`src/rtl/multicycle_control.sv`:
```
// -----------------------------------------------------------------------------
// multicycle_control
//
// Control FSM for the multi-cycle core. Each instruction is sequenced through
// fetch, decode, execute / memory and write-back states. The FSM drives the
// datapath strobes and mux selects for every state. It waits on the memory
// ready handshake under a watchdog, and it counts retired instructions.
//
// Optional feature macro: MULTICYCLE_CONTROL_BLT_BGT_EN
//   defined   : opcodes 1011/1100 decode to blt/bgt branches
//   undefined : 1011/1100 are illegal, and the lt flag is ignored
//
// Ports
//   clk, reset      clock, synchronous active-high reset
//   opcode          IR opcode field (only sampled in DECODE)
//   mem_ready       memory access completes this cycle
//   zero, lt        ALU equal / signed-less-than flags
//   pc_write, ir_write, iord, mem_read, mem_write, reg_write, alu_src_a
//                   single-bit datapath strobes
//   pc_src, reg_dst, mem_to_reg, alu_op, alu_src_b
//                   2-bit mux selects / ALU operation class
//   illegal_op      one-cycle pulse after decoding an undefined opcode
//   mem_timeout     sticky watchdog error, cleared only by reset
//   instr_count     retired-instruction counter, wraps
// -----------------------------------------------------------------------------
module multicycle_control #(
   parameter int OPCODE_W    = 4,
   parameter int MEM_TIMEOUT = 15,
   parameter int CNT_W       = 16
) (
   input  logic                clk,
   input  logic                reset,
   input  logic [OPCODE_W-1:0] opcode,
   input  logic                mem_ready,
   input  logic                zero,
   input  logic                lt,
   output logic                pc_write,
   output logic                ir_write,
   output logic                iord,
   output logic                mem_read,
   output logic                mem_write,
   output logic                reg_write,
   output logic                alu_src_a,
   output logic [1:0]          pc_src,
   output logic [1:0]          reg_dst,
   output logic [1:0]          mem_to_reg,
   output logic [1:0]          alu_op,
   output logic [1:0]          alu_src_b,
   output logic                illegal_op,
   output logic                mem_timeout,
   output logic [CNT_W-1:0]    instr_count
);

   localparam logic [3:0] OP_R    = 4'b0000;
   localparam logic [3:0] OP_ADDI = 4'b0001;
   localparam logic [3:0] OP_ANDI = 4'b0010;
   localparam logic [3:0] OP_ORI  = 4'b0011;
   localparam logic [3:0] OP_SUBI = 4'b0100;
   localparam logic [3:0] OP_LHW  = 4'b0111;
   localparam logic [3:0] OP_SHW  = 4'b1000;
   localparam logic [3:0] OP_BEQ  = 4'b1001;
   localparam logic [3:0] OP_BNE  = 4'b1010;
   localparam logic [3:0] OP_BLT  = 4'b1011;
   localparam logic [3:0] OP_BGT  = 4'b1100;
   localparam logic [3:0] OP_JUMP = 4'b1111;

   // wait_cnt never exceeds MEM_TIMEOUT-1, so clog2(MEM_TIMEOUT) bits suffice
   localparam int WAIT_W = (MEM_TIMEOUT > 1) ? $clog2(MEM_TIMEOUT) : 1;
   localparam logic [WAIT_W-1:0] WAIT_LAST = WAIT_W'(MEM_TIMEOUT - 1);

   typedef enum logic [3:0] {
      S_FETCH,
      S_DECODE,
      S_EXEC,
      S_ALU_WB,
      S_MEM_ADDR,
      S_MEM_RD,
      S_MEM_WB,
      S_MEM_WR,
      S_BRANCH,
      S_JUMP
   } state_t;

   state_t             state_reg, state_next;
   logic [3:0]         op_reg;            // opcode latched in DECODE
   logic [WAIT_W-1:0]  wait_cnt_reg, wait_cnt_next;
   logic [CNT_W-1:0]   instr_count_reg;
   logic               illegal_reg;
   logic               timeout_reg;

   logic               op_high_nz;
   state_t             dec_state;
   logic               dec_illegal;
   logic               branch_taken;
   logic               in_wait;
   logic               wait_last;
   logic               timeout_hit;
   logic               retire;
   logic               illegal_hit;

   // Opcode bits above bit 3 make any opcode illegal
   generate
      if (OPCODE_W > 4) begin : g_wide_op
         assign op_high_nz = |opcode[OPCODE_W-1:4];
      end else begin : g_narrow_op
         assign op_high_nz = 1'b0;
      end
   endgenerate

`ifndef MULTICYCLE_CONTROL_BLT_BGT_EN
   // lt only matters when the blt/bgt branches exist
   logic unused_lt;
   assign unused_lt = lt;
`endif

   // DECODE dispatch works on the live opcode; op_reg is not valid until
   // the following cycle.
   always_comb begin
      dec_state   = S_FETCH;
      dec_illegal = 1'b0;
      case (opcode[3:0])
         OP_R, OP_ADDI, OP_ANDI, OP_ORI, OP_SUBI: dec_state = S_EXEC;
         OP_LHW, OP_SHW:                          dec_state = S_MEM_ADDR;
         OP_BEQ, OP_BNE:                          dec_state = S_BRANCH;
`ifdef MULTICYCLE_CONTROL_BLT_BGT_EN
         OP_BLT, OP_BGT:                          dec_state = S_BRANCH;
`endif
         OP_JUMP:                                 dec_state = S_JUMP;
         default:                                 dec_illegal = 1'b1;
      endcase
      if (op_high_nz) begin
         dec_state   = S_FETCH;
         dec_illegal = 1'b1;
      end
   end

   always_comb begin
      branch_taken = 1'b0;
      case (op_reg)
         OP_BEQ: branch_taken = zero;
         OP_BNE: branch_taken = !zero;
`ifdef MULTICYCLE_CONTROL_BLT_BGT_EN
         OP_BLT: branch_taken = lt;
         OP_BGT: branch_taken = !lt && !zero;
`endif
         default: branch_taken = 1'b0;
      endcase
   end

   assign in_wait   = (state_reg == S_FETCH) || (state_reg == S_MEM_RD) ||
                      (state_reg == S_MEM_WR);
   assign wait_last = (wait_cnt_reg == WAIT_LAST);

   // Next state and Moore outputs; pc_write/ir_write in FETCH and pc_write
   // in BRANCH are the only input-dependent outputs.
   always_comb begin
      state_next  = state_reg;
      pc_write    = 1'b0;
      ir_write    = 1'b0;
      iord        = 1'b0;
      mem_read    = 1'b0;
      mem_write   = 1'b0;
      reg_write   = 1'b0;
      alu_src_a   = 1'b0;
      pc_src      = 2'b00;
      reg_dst     = 2'b00;
      mem_to_reg  = 2'b00;
      alu_op      = 2'b00;
      alu_src_b   = 2'b00;
      timeout_hit = 1'b0;
      retire      = 1'b0;
      illegal_hit = 1'b0;

      case (state_reg)
         S_FETCH: begin
            mem_read  = 1'b1;
            alu_src_b = 2'b01;
            if (mem_ready) begin
               ir_write   = 1'b1;
               pc_write   = 1'b1;
               state_next = S_DECODE;
            end else if (wait_last) begin
               timeout_hit = 1'b1;
            end
         end
         S_DECODE: begin
            alu_src_b   = 2'b11;
            state_next  = dec_state;
            illegal_hit = dec_illegal;
         end
         S_EXEC: begin
            alu_src_a = 1'b1;
            case (op_reg)
               OP_R: begin
                  alu_src_b = 2'b00;
                  alu_op    = 2'b10;
               end
               OP_ADDI, OP_SUBI: begin
                  alu_src_b = 2'b10;
                  alu_op    = 2'b00;
               end
               OP_ANDI, OP_ORI: begin
                  alu_src_b = 2'b10;
                  alu_op    = 2'b11;
               end
               default: ;
            endcase
            state_next = S_ALU_WB;
         end
         S_ALU_WB: begin
            reg_write  = 1'b1;
            reg_dst    = (op_reg == OP_R) ? 2'b01 : 2'b00;
            retire     = 1'b1;
            state_next = S_FETCH;
         end
         S_MEM_ADDR: begin
            alu_src_a  = 1'b1;
            alu_src_b  = 2'b10;
            state_next = (op_reg == OP_LHW) ? S_MEM_RD : S_MEM_WR;
         end
         S_MEM_RD: begin
            iord     = 1'b1;
            mem_read = 1'b1;
            if (mem_ready) begin
               state_next = S_MEM_WB;
            end else if (wait_last) begin
               timeout_hit = 1'b1;
               state_next  = S_FETCH;
            end
         end
         S_MEM_WB: begin
            reg_write  = 1'b1;
            mem_to_reg = 2'b01;
            retire     = 1'b1;
            state_next = S_FETCH;
         end
         S_MEM_WR: begin
            iord      = 1'b1;
            mem_write = 1'b1;
            if (mem_ready) begin
               retire     = 1'b1;
               state_next = S_FETCH;
            end else if (wait_last) begin
               timeout_hit = 1'b1;
               state_next  = S_FETCH;
            end
         end
         S_BRANCH: begin
            alu_src_a  = 1'b1;
            alu_op     = 2'b01;
            pc_src     = 2'b01;
            pc_write   = branch_taken;
            retire     = 1'b1;
            state_next = S_FETCH;
         end
         S_JUMP: begin
            pc_src     = 2'b10;
            pc_write   = 1'b1;
            retire     = 1'b1;
            state_next = S_FETCH;
         end
         default: state_next = S_FETCH;
      endcase
   end

   // The counter restarts on every state change (mem_ready high leaves the
   // wait state) and on a timeout, so it is always zero on entry.
   always_comb begin
      wait_cnt_next = '0;
      if (in_wait && !mem_ready && !timeout_hit) begin
         wait_cnt_next = wait_cnt_reg + WAIT_W'(1);
      end
   end

   always_ff @(posedge clk) begin
      if (reset) begin
         state_reg       <= S_FETCH;
         op_reg          <= '0;
         wait_cnt_reg    <= '0;
         instr_count_reg <= '0;
         illegal_reg     <= 1'b0;
         timeout_reg     <= 1'b0;
      end else begin
         state_reg    <= state_next;
         wait_cnt_reg <= wait_cnt_next;
         illegal_reg  <= illegal_hit;
         if (state_reg == S_DECODE) begin
            op_reg <= opcode[3:0];
         end
         if (timeout_hit) begin
            timeout_reg <= 1'b1;
         end
         if (retire) begin
            instr_count_reg <= instr_count_reg + CNT_W'(1);
         end
      end
   end

   assign illegal_op  = illegal_reg;
   assign mem_timeout = timeout_reg;
   assign instr_count = instr_count_reg;

endmodule

```
`config.mk`:
```
export PLATFORM = sky130hd
export DESIGN_NAME = multicycle_control
export DESIGN_NICKNAME = d
export VERILOG_FILES = /design/src/rtl/multicycle_control.sv
export SDC_FILE = /design/constraint.sdc
export NUM_CORES = 1
export LEC_CHECK = 0
export ABC_AREA = 1
export CORE_ASPECT_RATIO = 0.75
export CORE_MARGIN = 2
export CORE_UTILIZATION = 43
export CTS_CLUSTER_SIZE = 16
export DETAILED_ROUTE_END_ITERATION = 10
export PLACE_DENSITY = 0.7
export SLEW_MARGIN = 20
export SYNTH_ARGS = -nofsm -noshare
export SYNTH_HDL_FRONTEND = slang
export SYNTH_SLANG_ARGS = --single-unit
```
`constraint.sdc`:
```
create_clock -name clk -period 2.6 [get_ports clk]
set_input_delay 0.26 -clock clk [delete_from_list [all_inputs] [get_ports clk]]
set_output_delay 0.26 -clock clk [all_outputs]
set_load 0.1 [all_outputs]
```
==> flow_summary.json <==
{
  "outcome": "complete, no violations",
  "syn-mean-instance-area_sq_um": 6.82,
  "num_vias": 1864,
  "grt_pass1_vias": 1578,
  "ys_types": 35,
  "critPathSlowestCell": "dfxtp_1",
  "fp.coreArea_sq_um": 4410,
  "dp_cells": 377,
  "yosysMostFrequentCell": "nand2_1",
  "multi_input_area_sq_um": 1150,
  "detail_route.iter0.violations": 139,
  "ys.flop_type": "dfxtp_1",
  "cts_tree": "done",
  "cts_hold_buffers": 0,
  "fin_crit_ns": 2.07,
  "cts-resized-gates": 0,
  "timing.fmax_ghz": 0.483,
  "drive_above_1_share": 0.290,
  "power_density_nw_per_um2": 564,
  "final_net_count": 339,
  "drt_wl_total_um": 4460,
  "ys_warn_count": 0,
  "via_per_inst": 4.84,
  "hpwl_um": 3450,
  "synthArstFlopShare": 0,
  "cts_setup_buffers": 0,
  "place.gp.congestion": 0.857,
  "area_growth_pct": 22.1,
  "io_pins": 44,
  "synth_area_sq_um": 1960,
  "worstSetupPathType": "register to output port",
  "hold_viol_final": 0,
  "totalPowerFinal_mw": 1.35,
  "clk_pin_slew_ns": 0.06,
  "yosysTopAreaCell": "dfxtp_1",
  "post_dp_cell_area_sq_um": 2300,
  "antenna_cells": 0,
  "clock_path_buffers": 2,
  "yosys_register_bits": 30,
  "drv_slew": 0,
  "cp_data_required_time_ns": 2.34,
  "start_kind": "register",
  "grt.overflow.total": 0,
  "fillers": 437,
  "dieArea_sq_um": 5110,
  "start_util": 0.443,
  "rsz0062_at_grt": "no",
  "io_buffer_count": 40,
  "antenna_found_initial": 0,
  "finalNonFillerCells": 385,
  "die_w_um": 81.9,
  "grt_first_pass_wirelength_um": 7600,
  "die_y_um": 62.4,
  "grt_max_degree": 21,
  "finClkSkew_ns": 0.00655,
  "hold_path.class": "register to register",
  "cp_max_fo": 9,
  "cpPeakStageDelay_ns": 0.62,
  "synth-edff-count": 0,
  "synth_common_cells": "nand2_1, nor2_1, inv_1",
  "clk_latency_ns": 0.28,
  "vdd_drop_max_uv": 282,
  "clkSinkCount": 30,
  "largest_reg_flops": 16,
  "synth_top_area_frac": 0.307,
  "drv_cap": 0,
  "post-route-util": 0.541,
  "ys_top_cells_by_area": "dfxtp_1, nand2_1, nor2_1, inv_1, a21oi_2",
  "wl_per_cell_um": 11.6,
  "path_cells": "inv_4 > nor2_2 > nand2_1 > inv_1 > o211ai_1 > nand3_2 > buf_4",
  "p_leak_nw": 1.03,
  "drc": 0,
  "ff_latch_area_sq_um": 601,
  "arrival_ns": 1.81,
  "endpoint_kind": "output port",
  "drt_pre_antenna_iters": 4,
  "fin_area_sq_um": 2390,
  "rows": 21,
  "cts_max_level": 2,
  "setup_viol": 0,
  "ant_nets": 0,
  "postSynthCellCount": 287,
  "cts_made_buffers": 5,
  "finalCritPeriodShare": 0.796,
  "yosysSeqAreaShare": 0.307,
  "track_usage": 0.190,
  "cts_root_buf": "clkbuf_8"
}
## metrics by stage
step	setup TNS, ns	hold slack, ns	worst slack (ns)
global route	0	0.503	0.389
finish	0	0.467	0.531
global placement	0	0.447	0.854
floorplan	-0.155	0.330	-0.155
detailed placement	0	0.461	0.830
CTS	0	0.479	0.533
## cells in the final DEF (no fill, tap or decap), types with 2 or more instances in the layout
cell             count
conb_1               2
inv_2                4
nand4_1              5
clkdlybuf4s50_1      7
dfxtp_1             30
a21oi_1             12
inv_1               33
nor2_4               2
nor2_2               9
clkbuf_8             6
o31ai_2              2
xnor2_1              2
nand2_1             59
xor2_1               2
nor3_2               2
nand3_2              4
a21oi_2             13
ha_1                 3
nand3b_1             2
buf_4               34
o21ai_0             13
nand2_2             12
o21ai_1              2
nor2_1              35
nand3_1             21
## critical path: cells and delay by family, from the launching register on
kind,cells,cell delay [ns]
compound gates,1,0.11
buf+inv,3,0.49
flops,1,0.62
simple gates,3,0.32
## power breakdown
| group | switching, mW | internal (mW) | leakage, nW |
|---|---|---|---|
| sequential | 0.0339 | 0.482 | 0.243 |
| combinational | 0.344 | 0.0964 | 0.737 |
| clock | 0.178 | 0.213 | 0.0482 |
## cell type report
class / instances / area share
clock inverters: 1 / 0.00209
repair buffers: 41 / 0.136
flip-flops and latches: 30 / 0.251
well taps: 57 / 0.0298
clock buffers: 7 / 0.0361
inverters: 39 / 0.0623
multi-input cells: 210 / 0.482
## logic make-up (layout without fill, tap and decap cells)
logic type,count (synthesis),in the layout,share of synthesized area
buffers and inverters,48,88,0.123
flip-flops,30,30,0.307
adder cells (fa/ha/maj),3,3,0.0192
AND/OR/NAND/NOR,156,156,0.384
other,1,2,0.00192
AO/OA/AOI/OAI,45,45,0.147
XOR/XNOR,4,4,0.0179
## layer usage
metal  wire [um]  up-vias  track usage
met5           0        -            0
met4          24        0       0.0438
met3         203        2       0.0462
met2        1770       32        0.249
met1        2460      837        0.306
li1            -      993            -
## worst paths after layout
path / start / endpoint / slack, ns / cells after the start
worst max-delay path: state_reg[1]$_SDFFE_PP0P_ / alu_src_b[1] / 0.53 / 7
worst max register to register: state_reg[1]$_SDFFE_PP0P_ / instr_count[3]$_SDFFE_PP0P_ / 0.97 / 8
worst min-delay path: wait_cnt_reg[0]$_SDFF_PP0_ / wait_cnt_reg[0]$_SDFF_PP0_ / 0.47 / 1
worst min register to register: wait_cnt_reg[0]$_SDFF_PP0_ / wait_cnt_reg[0]$_SDFF_PP0_ / 0.47 / 1
Power figures use the tool's default switching activity.
